--- src/rtl/dct_seq_dma_pkg.sv ---
// rtl/dct_seq_dma_pkg.sv - shared types and DCT register map for the DCT job sequencer
package dct_seq_pkg;

    localparam int SEQ_ADDR_W = 16;
    localparam int SEQ_NBITS  = 16;

    localparam logic [7:0] DCT_ADDR_START = 8'd0;
    localparam logic [7:0] DCT_ADDR_DATA  = 8'd1;
    localparam logic [7:0] DCT_ADDR_SETQ  = 8'd2;

    typedef enum logic [2:0] {
        ST_IDLE,
        ST_SETQ,
        ST_START,
        ST_FETCH,
        ST_PUSH,
        ST_RDBACK,
        ST_STORE,
        ST_FIN
    } seq_state_t;

    typedef struct packed {
        logic [SEQ_ADDR_W-1:0] src;
        logic [SEQ_ADDR_W-1:0] dst;
        logic [2:0]            log2n;
        logic [SEQ_NBITS-1:0]  m;
    } seq_job_t;

endpackage

--- src/rtl/dct_seq_dma_if.sv ---
// rtl/dct_seq_dma_if.sv - data memory port and DCT Avalon slave port seen by the sequencer
interface dct_seq_dma_if #(
    parameter int NBITS  = 16,
    parameter int ADDR_W = 16
) ();

    logic [ADDR_W-1:0] mem_addr;
    logic              mem_read;
    logic [NBITS-1:0]  mem_rdata;
    logic              mem_write;
    logic [NBITS-1:0]  mem_wdata;
    logic [7:0]        dct_address;
    logic              dct_read;
    logic              dct_write;
    logic [NBITS-1:0]  dct_writedata;
    logic [NBITS-1:0]  dct_readdata;
    logic              dct_done;

    modport master (
        output mem_addr, mem_read, mem_write, mem_wdata,
        output dct_address, dct_read, dct_write, dct_writedata,
        input  mem_rdata, dct_readdata, dct_done
    );

    modport slave (
        input  mem_addr, mem_read, mem_write, mem_wdata,
        input  dct_address, dct_read, dct_write, dct_writedata,
        output mem_rdata, dct_readdata, dct_done
    );

endinterface

--- src/rtl/dct_seq_dma.sv ---
// rtl/dct_seq_dma.sv - one-job DCT sequencer: load samples, read coefficients, store results
// Optional readback stall watchdog enabled by defining DCT_SEQ_TIMEOUT_EN.
module dct_seq_dma
    import dct_seq_pkg::*;
#(
    parameter int MAX_SIZE       = 64,
    parameter int LOG2_MAX       = $clog2(MAX_SIZE),
    parameter int NBITS          = SEQ_NBITS,
    parameter int ADDR_W         = SEQ_ADDR_W,
    parameter int TIMEOUT_CYCLES = 4096
) (
    input  logic              clk,
    input  logic              reset,
    input  logic              cmd_valid,
    output logic              cmd_ready,
    input  logic [ADDR_W-1:0] cmd_src,
    input  logic [ADDR_W-1:0] cmd_dst,
    input  logic [2:0]        cmd_log2n,
    input  logic [NBITS-1:0]  cmd_m,
    output logic              busy,
    output logic              job_done,
    output logic              job_err,
    dct_seq_dma_if.master     bus
);

    localparam int KW = LOG2_MAX;

    // The job register is packed at package widths, so the ports must agree.
    if (NBITS != SEQ_NBITS || ADDR_W != SEQ_ADDR_W) begin : g_bad_width
        $error("dct_seq_dma: NBITS/ADDR_W differ from dct_seq_pkg job widths");
    end
    if (TIMEOUT_CYCLES < 2) begin : g_bad_timeout
        $error("dct_seq_dma: TIMEOUT_CYCLES must be at least 2");
    end

    seq_state_t       state_q, state_d;
    seq_job_t         job_q;
    logic [KW-1:0]    k_q;
    logic [KW-1:0]    n_m1_q;
    logic [NBITS-1:0] hold_q;
    logic             err_q;
    logic             accept;
    logic             bad_size;
    logic             last;

    assign cmd_ready = (state_q == ST_IDLE) || (state_q == ST_FIN);
    assign busy      = !cmd_ready;
    assign job_done  = (state_q == ST_FIN);
    assign job_err   = err_q;
    assign accept    = cmd_valid && cmd_ready;
    assign bad_size  = (cmd_log2n == 3'd0) || (int'(cmd_log2n) > LOG2_MAX);
    assign last      = (k_q == n_m1_q);

`ifdef DCT_SEQ_TIMEOUT_EN
    localparam int SW = $clog2(TIMEOUT_CYCLES);
    logic [SW-1:0] stall_q;
    logic          timeout;

    assign timeout = (state_q == ST_RDBACK) && !bus.dct_done
                     && (stall_q == SW'(TIMEOUT_CYCLES - 1));

    // Held at zero outside RDBACK, so each coefficient starts a fresh count.
    always_ff @(posedge clk or posedge reset) begin
        if (reset) begin
            stall_q <= '0;
        end else if (state_q == ST_RDBACK && !bus.dct_done) begin
            stall_q <= stall_q + 1'b1;
        end else begin
            stall_q <= '0;
        end
    end
`endif

    always_ff @(posedge clk or posedge reset) begin
        if (reset) begin
            state_q <= ST_IDLE;
        end else begin
            state_q <= state_d;
        end
    end

    always_comb begin
        state_d           = state_q;
        bus.mem_addr      = '0;
        bus.mem_read      = 1'b0;
        bus.mem_write     = 1'b0;
        bus.mem_wdata     = '0;
        bus.dct_address   = '0;
        bus.dct_read      = 1'b0;
        bus.dct_write     = 1'b0;
        bus.dct_writedata = '0;
        case (state_q)
            ST_IDLE, ST_FIN: begin
                state_d = (accept && !bad_size) ? ST_SETQ : ST_IDLE;
            end
            ST_SETQ: begin
                bus.dct_write     = 1'b1;
                bus.dct_address   = DCT_ADDR_SETQ;
                bus.dct_writedata = job_q.m;
                state_d           = ST_START;
            end
            ST_START: begin
                bus.dct_write     = 1'b1;
                bus.dct_address   = DCT_ADDR_START;
                bus.dct_writedata = NBITS'(job_q.log2n);
                state_d           = ST_FETCH;
            end
            ST_FETCH: begin
                bus.mem_read = 1'b1;
                bus.mem_addr = job_q.src + ADDR_W'(k_q);
                state_d      = ST_PUSH;
            end
            ST_PUSH: begin
                bus.dct_write     = 1'b1;
                bus.dct_address   = DCT_ADDR_DATA;
                bus.dct_writedata = bus.mem_rdata;
                state_d           = last ? ST_RDBACK : ST_FETCH;
            end
            ST_RDBACK: begin
                bus.dct_read    = 1'b1;
                bus.dct_address = 8'(k_q);
                if (bus.dct_done) begin
                    state_d = ST_STORE;
                end
`ifdef DCT_SEQ_TIMEOUT_EN
                else if (timeout) begin
                    state_d = ST_IDLE;
                end
`endif
            end
            ST_STORE: begin
                bus.mem_write = 1'b1;
                bus.mem_addr  = job_q.dst + ADDR_W'(k_q);
                bus.mem_wdata = hold_q;
                state_d       = last ? ST_FIN : ST_RDBACK;
            end
            default: state_d = ST_IDLE;
        endcase
    end

    always_ff @(posedge clk or posedge reset) begin
        if (reset) begin
            job_q  <= '0;
            k_q    <= '0;
            n_m1_q <= '0;
            hold_q <= '0;
            err_q  <= 1'b0;
        end else begin
            err_q <= 1'b0;
            case (state_q)
                ST_IDLE, ST_FIN: begin
                    if (accept) begin
                        job_q  <= '{src: cmd_src, dst: cmd_dst, log2n: cmd_log2n, m: cmd_m};
                        n_m1_q <= KW'((32'd1 << cmd_log2n) - 32'd1);
                        k_q    <= '0;
                        err_q  <= bad_size;
                    end
                end
                ST_PUSH: k_q <= last ? '0 : k_q + 1'b1;
                ST_RDBACK: begin
                    if (bus.dct_done) begin
                        hold_q <= bus.dct_readdata;
                    end
`ifdef DCT_SEQ_TIMEOUT_EN
                    else if (timeout) begin
                        err_q <= 1'b1;
                    end
`endif
                end
                ST_STORE: k_q <= k_q + 1'b1;
                default: ;
            endcase
        end
    end

endmodule

--- src/flat_wrapper.sv ---
// flat-port wrapper written by rule: the top's interface ports become plain ports
module dct_seq_dma_flat import dct_seq_pkg::*;
#(
    parameter int MAX_SIZE       = 64,
    parameter int LOG2_MAX       = $clog2(MAX_SIZE),
    parameter int NBITS          = SEQ_NBITS,
    parameter int ADDR_W         = SEQ_ADDR_W,
    parameter int TIMEOUT_CYCLES = 4096
)
  (clk, reset, cmd_valid, cmd_ready, cmd_src, cmd_dst, cmd_log2n, cmd_m, busy, job_done, job_err, bus_mem_addr, bus_mem_read, bus_mem_write, bus_mem_wdata, bus_dct_address, bus_dct_read, bus_dct_write, bus_dct_writedata, bus_mem_rdata, bus_dct_readdata, bus_dct_done);
  dct_seq_dma_if #(.NBITS(NBITS), .ADDR_W(ADDR_W)) bus_i ();
  input  logic clk;
  input  logic reset;
  input  logic cmd_valid;
  output logic cmd_ready;
  input  logic [ADDR_W-1:0] cmd_src;
  input  logic [ADDR_W-1:0] cmd_dst;
  input  logic [2:0] cmd_log2n;
  input  logic [NBITS-1:0] cmd_m;
  output logic busy;
  output logic job_done;
  output logic job_err;
  output wire logic [$bits(bus_i.mem_addr)-1:0] bus_mem_addr;
  output wire logic [$bits(bus_i.mem_read)-1:0] bus_mem_read;
  output wire logic [$bits(bus_i.mem_write)-1:0] bus_mem_write;
  output wire logic [$bits(bus_i.mem_wdata)-1:0] bus_mem_wdata;
  output wire logic [$bits(bus_i.dct_address)-1:0] bus_dct_address;
  output wire logic [$bits(bus_i.dct_read)-1:0] bus_dct_read;
  output wire logic [$bits(bus_i.dct_write)-1:0] bus_dct_write;
  output wire logic [$bits(bus_i.dct_writedata)-1:0] bus_dct_writedata;
  input wire logic [$bits(bus_i.mem_rdata)-1:0] bus_mem_rdata;
  input wire logic [$bits(bus_i.dct_readdata)-1:0] bus_dct_readdata;
  input wire logic [$bits(bus_i.dct_done)-1:0] bus_dct_done;
  assign bus_mem_addr = bus_i.mem_addr;
  assign bus_mem_read = bus_i.mem_read;
  assign bus_mem_write = bus_i.mem_write;
  assign bus_mem_wdata = bus_i.mem_wdata;
  assign bus_dct_address = bus_i.dct_address;
  assign bus_dct_read = bus_i.dct_read;
  assign bus_dct_write = bus_i.dct_write;
  assign bus_dct_writedata = bus_i.dct_writedata;
  assign bus_i.mem_rdata = bus_mem_rdata;
  assign bus_i.dct_readdata = bus_dct_readdata;
  assign bus_i.dct_done = bus_dct_done;
  dct_seq_dma #(.MAX_SIZE(MAX_SIZE), .LOG2_MAX(LOG2_MAX), .NBITS(NBITS), .ADDR_W(ADDR_W), .TIMEOUT_CYCLES(TIMEOUT_CYCLES)) u_core (.clk(clk), .reset(reset), .cmd_valid(cmd_valid), .cmd_ready(cmd_ready), .cmd_src(cmd_src), .cmd_dst(cmd_dst), .cmd_log2n(cmd_log2n), .cmd_m(cmd_m), .busy(busy), .job_done(job_done), .job_err(job_err), .bus(bus_i));
endmodule
--- config.mk ---
export PLATFORM = sky130hd
export DESIGN_NAME = dct_seq_dma_flat
export DESIGN_NICKNAME = d
export VERILOG_FILES = /design/src/rtl/dct_seq_dma_pkg.sv /design/src/rtl/dct_seq_dma_if.sv /design/src/rtl/dct_seq_dma.sv /design/src/flat_wrapper.sv
export SDC_FILE = /design/constraint.sdc
export NUM_CORES = 1
export LEC_CHECK = 0
export ABC_AREA = 1
export CAP_MARGIN = 25
export CORE_ASPECT_RATIO = 0.6
export CORE_MARGIN = 10
export CORE_UTILIZATION = 40
export CTS_CLUSTER_DIAMETER = 200
export DETAILED_ROUTE_END_ITERATION = 6
export PLACE_DENSITY = 0.72
export SLEW_MARGIN = 10
export SYNTH_ARGS = -nofsm -noshare
export SYNTH_HDL_FRONTEND = slang
export SYNTH_SLANG_ARGS = --single-unit
--- constraint.sdc ---
create_clock -name clk -period 4.33 [get_ports clk]
set_input_delay 0.6495 -clock clk [delete_from_list [all_inputs] [get_ports clk]]
set_output_delay 0.6495 -clock clk [all_outputs]
set_load 0.005 [all_outputs]
; Word level (Yosys, flattened, before mapping)
; Cells that the tools add are included.
[word_totals]
regBits = 83
[classes]
addsub = 4
n_lt_le_gt_ge = 1
n_eq_ne = 10
shifts = 1
muxes = 18
reduce_logical = 14
[ops]
columns = operator, count
row1 = 16-bit case mux with 3 select lines, 1
row2 = 6-bit case mux with 3 select lines, 2
row3 = 16-bit by 6-bit adder with 16-bit output, 2
row4 = 16-bit case mux with 2 select lines, 1
row5 = 3-bit case mux with 7 select lines, 1
row6 = 16-bit 2-to-1 mux, 1
row7 = "3-bit equality test, second input constant", 4
row8 = 6-bit 2-to-1 mux, 2
row9 = 1-bit 2-to-1 mux, 7
row10 = "6-bit by 1-bit adder with 6-bit output, second input constant", 1
row11 = "3-bit by 2-bit equality test with 1-bit output, second input constant", 2
row12 = 6-bit equality test, 1
row13 = 3-bit logical NOT, 2
row14 = 3-bit 2-to-1 mux, 2
row15 = 2-bit AND reduction, 3
row16 = "1-bit by 3-bit << shifter with 6-bit output, first input constant", 1
row17 = "6-bit by 1-bit subtractor with 6-bit output, second input constant", 1
row18 = "3-bit by 1-bit equality test with 1-bit output, second input constant", 1
row19 = "3-bit greater-than comparator, second input constant", 1
row20 = 3-bit nonzero test, 1
row21 = 3-bit OR reduction, 1
row22 = 1-bit logical AND, 2
row23 = 1-bit logical NOT, 2
row24 = 1-bit logical OR, 2
row25 = 4 further kinds, 4

; Logic depth before layout (Yosys ltp)
[logic_depth]
depth_word = 6
mapped_depth = 16
mapped_depth_nobuf = 14

; Worst setup path after synthesis
; OpenSTA, ideal clock, no wires.
[synth_timing]
path_kind = reg-to-output
start = register u_core.state_q[0]
end = output port bus_mem_addr[10]
arrival_ps = 2590
slack_ps = 1090
stages_incl_launch_ff = 15
n_path_buf = 3
path_cell_list = dfrtp_1 > inv_2 > nand3_4 > buf_6 > buf_2 > buf_2 > o21ai_0 > ha_1 > inv_1 > fa_1 > nor3_1 > nor2_1 > nor2_4 > nand3_1 > a21oi_1
[synth_via]
elab_chain_len = 2
elab_cells_between_ends = 3
classes_between = 2 x eq/ne / 1 x mux
[synth_rtl]
columns = element, line
row1 = from (decl), dct_seq_dma.sv:36  ; seq_state_t state_q, state_d;
row2 = from (signal assigned), dct_seq_dma.sv:78  ; state_q <= state_d;
row3 = 3-bit equality test / 3-bit by 2-bit equality test with 1-bit output (equally long branches), dct_seq_dma.sv:92  ; case (state_q)
row4 = 16-bit case mux with 2 select lines *, dct_seq_dma.sv:92
row5 = to (decl), flat_wrapper.sv:23  ; output wire logic [$bits(bus_i.mem_addr)-1:0] bus_mem_addr;
; Every way passes the cells marked *; elsewhere a longest branch is shown, timed or not.

; Worst setup path after layout
[layout_timing]
start = register u_core.state_q[0]
end = output port bus_mem_addr[14]
; Same word-level chain as after synthesis.

==> impl_metrics.tcl <==
set metrics [dict create \
    postRouteWirelength_um 15200 \
    grt_usage_pct 18.0 \
    required_ns 3.68 \
    yosys-top-cells-area "dfrtp_1 (44%), nand2_1 (15%), nor2_1 (6.6%)" \
    power.leakage_nw 3.05 \
    grt_pass1_vias 4508 \
    htreeDepth 3 \
    post_cts_buffers 0 \
    hold_buffers 0 \
    worstPathCellList "inv_4 > nand3_4 > buf_4 > o21ai_0 > ha_1 > a21oi_1 > o21ai_0 > nor2_1 > nor2_4 > nand3_1 > nand2_1 > a21oi_1 > clkdlybuf4s50_1" \
    start_util_pct 41.2 \
    rows 30 \
    area_growth_syn_to_layout_pct 40.0 \
    antennaDiodeCount 0 \
    tns_ns 0 \
    synth_cells 640 \
    path_buf_inv 3 \
    tritoncts "done" \
    num_io_pins 151 \
    cap_violations 0 \
    clockPowerShare_pct 18.4 \
    fp.coreArea_mm2 0.0114 \
    worstSetupEndpointType "output pin" \
    p_int_mw 2.45 \
    max_freq_ghz 0.244 \
    critPathKind "flop to output pin" \
    postSynth.asyncResetShare_pct 100 \
    ys_seq_area_share_pct 44.2 \
    path_max_fanout 17 \
    finalClockSkew_ns 0.00713 \
    cp_slowest_cell "clkdlybuf4s50_1" \
    first_pass_iters 4 \
    finish.utilization_pct 57.7 \
    power_mw 4.19 \
    ys.flop_type "dfrtp_1" \
    die-area_mm2 0.0166 \
    cts_root_buf "clkbuf_16" \
    antenna_found_initial 0 \
    multi_input_area_mm2 0.00216 \
    drt-wirelength-per-cell_um 16.1 \
    switching_share_pct 41.5 \
    hold_ws_ns 0.477 \
    hold_class "flop to flop" \
    dp.cells 930 \
    ys_warn_count 0 \
    seq_power_share_pct 31.4 \
    period_share_pct 94.7 \
    powerDensity_mw_per_mm2 636 \
    clkSlewWorstSetupHoldPaths_ns 0.06 \
    final_nets 879 \
    cts_buffer_depth 2 \
    worstMarginPinSlew_ns 0.988 \
    ant_nets 0 \
    p_comb_share_pct 50.2 \
    critPathMaxStageDelay_ns 0.52 \
    drive_gt1_share_pct 6.86 \
    grt_max_degree 64 \
    final_cell_mix "nand2_1 (192), clkdlybuf4s50_1 (148), nor2_1 (83), dfrtp_1 (83), inv_1 (69)" \
    min_period_ns 4.10 \
    arrival_ns 3.45 \
    synth_top_cell_by_area "dfrtp_1" \
    remaining_drc_errors 0 \
    startpoint_type "flop" \
    critical_path.top_delay_family "buffers and inverters" \
    p_sw_mw 1.74 \
    final_common_cell "nand2_1" \
    clock_latency_ns 0.34 \
    regArea_mm2 0.00208 \
    via_per_inst 4.86 \
    io_buffers 148 \
    final_cells 947 \
    hpwl_um 11900 \
    die_x_um 160 \
    report.final.slew_viol_count 0 \
    slew_headroom_pct 34.0 \
    place.gp.congestion 0.924 \
    synth_top_area_share_pct 44.2 \
    die_y_um 104 \
    ir_drop_v 0.000277 \
    ys_types 34 \
    vias 4600 \
    synth.avg_cell_area_um2 7.35 \
    synth_edf_count 0 \
    nFillCells 1065 \
    hold_violations 0 \
    gr-total-overflow 0 \
    status "finished clean" \
    grt_pass1_wl_um 24300 \
    ys_seq_elements 83 \
    finalSetupViolCount 0 \
    syn_area_mm2 0.00470 \
    cts.sinks 83 \
    drt_iter0_drc 347 \
    numCtsBuffers 9 \
]
[registers in the layout, summed over array words and instances (netlist names)]
name,count
u_core.hold_q,16
u_core.state_q,3
u_core.job_err,1
u_core.k_q,6
u_core.n_m1_q,6
u_core.job_q,51
[repair_timing]
action / 4_1_cts / 5_1_grt
gates resized for setup: 0 / 2
endpoints found under the setup margin: 0 / 5
hold endpoints to repair: 0 / 0
[cells in the mapped netlist (2+ instances only)]
library cell,number
nand3b_1,2
dfrtp_1,83
nand3_1,17
buf_4,7
o211ai_1,5
o21ai_1,34
a21oi_1,33
inv_1,70
or2_2,2
clkbuf_1,4
nor3_1,4
nor2_1,83
inv_2,10
nand2_2,7
o21ai_0,27
nor2_4,6
buf_2,7
buf_6,6
nand2_1,192
clkinv_1,2
xor2_1,9
ha_1,9
nand4_1,10
[power by group through the flow]
stage	clock network [mW]	registers [mW]	logic, mW
3_5_place_dp	0	1.31	2.08
4_1_cts	0.785	1.30	2.10
3_3_place_gp	0	1.30	2.02
2_1_floorplan	0	1.26	1.32
5_1_grt	0.818	1.35	2.37
6_report	0.771	1.31	2.10
[path summary, 6_finish.rpt]
| path | start | end | slack [ns] | cells past startpoint |
|---|---|---|---|---|
| worst max-delay path | u_core.state_q[0] | bus_mem_addr[14] | 0.23 | 13 |
| worst min-delay path | u_core.job_q[45] | u_core.job_q[45] | 0.48 | 2 |
| worst max register to register | u_core.state_q[1] | u_core.job_q[42] | 1.65 | 9 |
| worst min register to register | u_core.job_q[45] | u_core.job_q[45] | 0.48 | 2 |
| max in group asynchronous | reset | u_core.hold_q[5] | 3.05 | 3 |
| min in group asynchronous | reset | u_core.job_q[5] | 0.62 | 2 |
[cells by family (layout without fill, tap and decap cells)]
group                      count (synthesis)  count (layout)  synth area share (%)
AOI/OAI and AO/OA                        102             102                  11.4
xor gates and xnor gates                   9               9                  1.68
adders and majority gates                 10              10                  2.82
buffers and inverters                    107             252                  10.3
DFF                                       83              83                  44.2
other                                      1               2                0.0797
and+or+nand+nor                          328             329                  29.6
[cell type report]
type	count	share of cell area (%)
clock buffers	10	3.63
inverters	82	4.73
multi-input cells	452	32.8
well taps	160	3.04
repair buffers	154	23.4
flip-flops and latches	83	31.5
clock inverters	6	0.950
[routing by layer]
metal	vias to the layer above	GRT usage (%)	routed length (µm)
met5	-	0	0
met4	0	3.52	112
met3	12	4.86	818
met2	112	28.6	7140
met1	2198	24.0	7160
li1	2278	-	-
[worst register-to-register path: stages (launching register included)]
cell	delay, ns
dfrtp_1	0.46
buf_4	0.22
nor2_1	0.18
nor2_1	0.12
nor2_4	0.14
inv_2	0.07
nor2_4	0.43
buf_4	0.59
nand2_1	0.29
nand2_1	0.12
[stage by stage]
stage / instance area (µm²) / worst slack [ns]
5_1_grt: 6590 / -0.00360
2_1_floorplan: 4710 / 1.09
3_5_place_dp: 6270 / 0.504
4_1_cts: 6570 / 0.111
3_3_place_gp: 6250 / 0.629
6_report: 6590 / 0.230
Power figures use the tool's default switching activity.
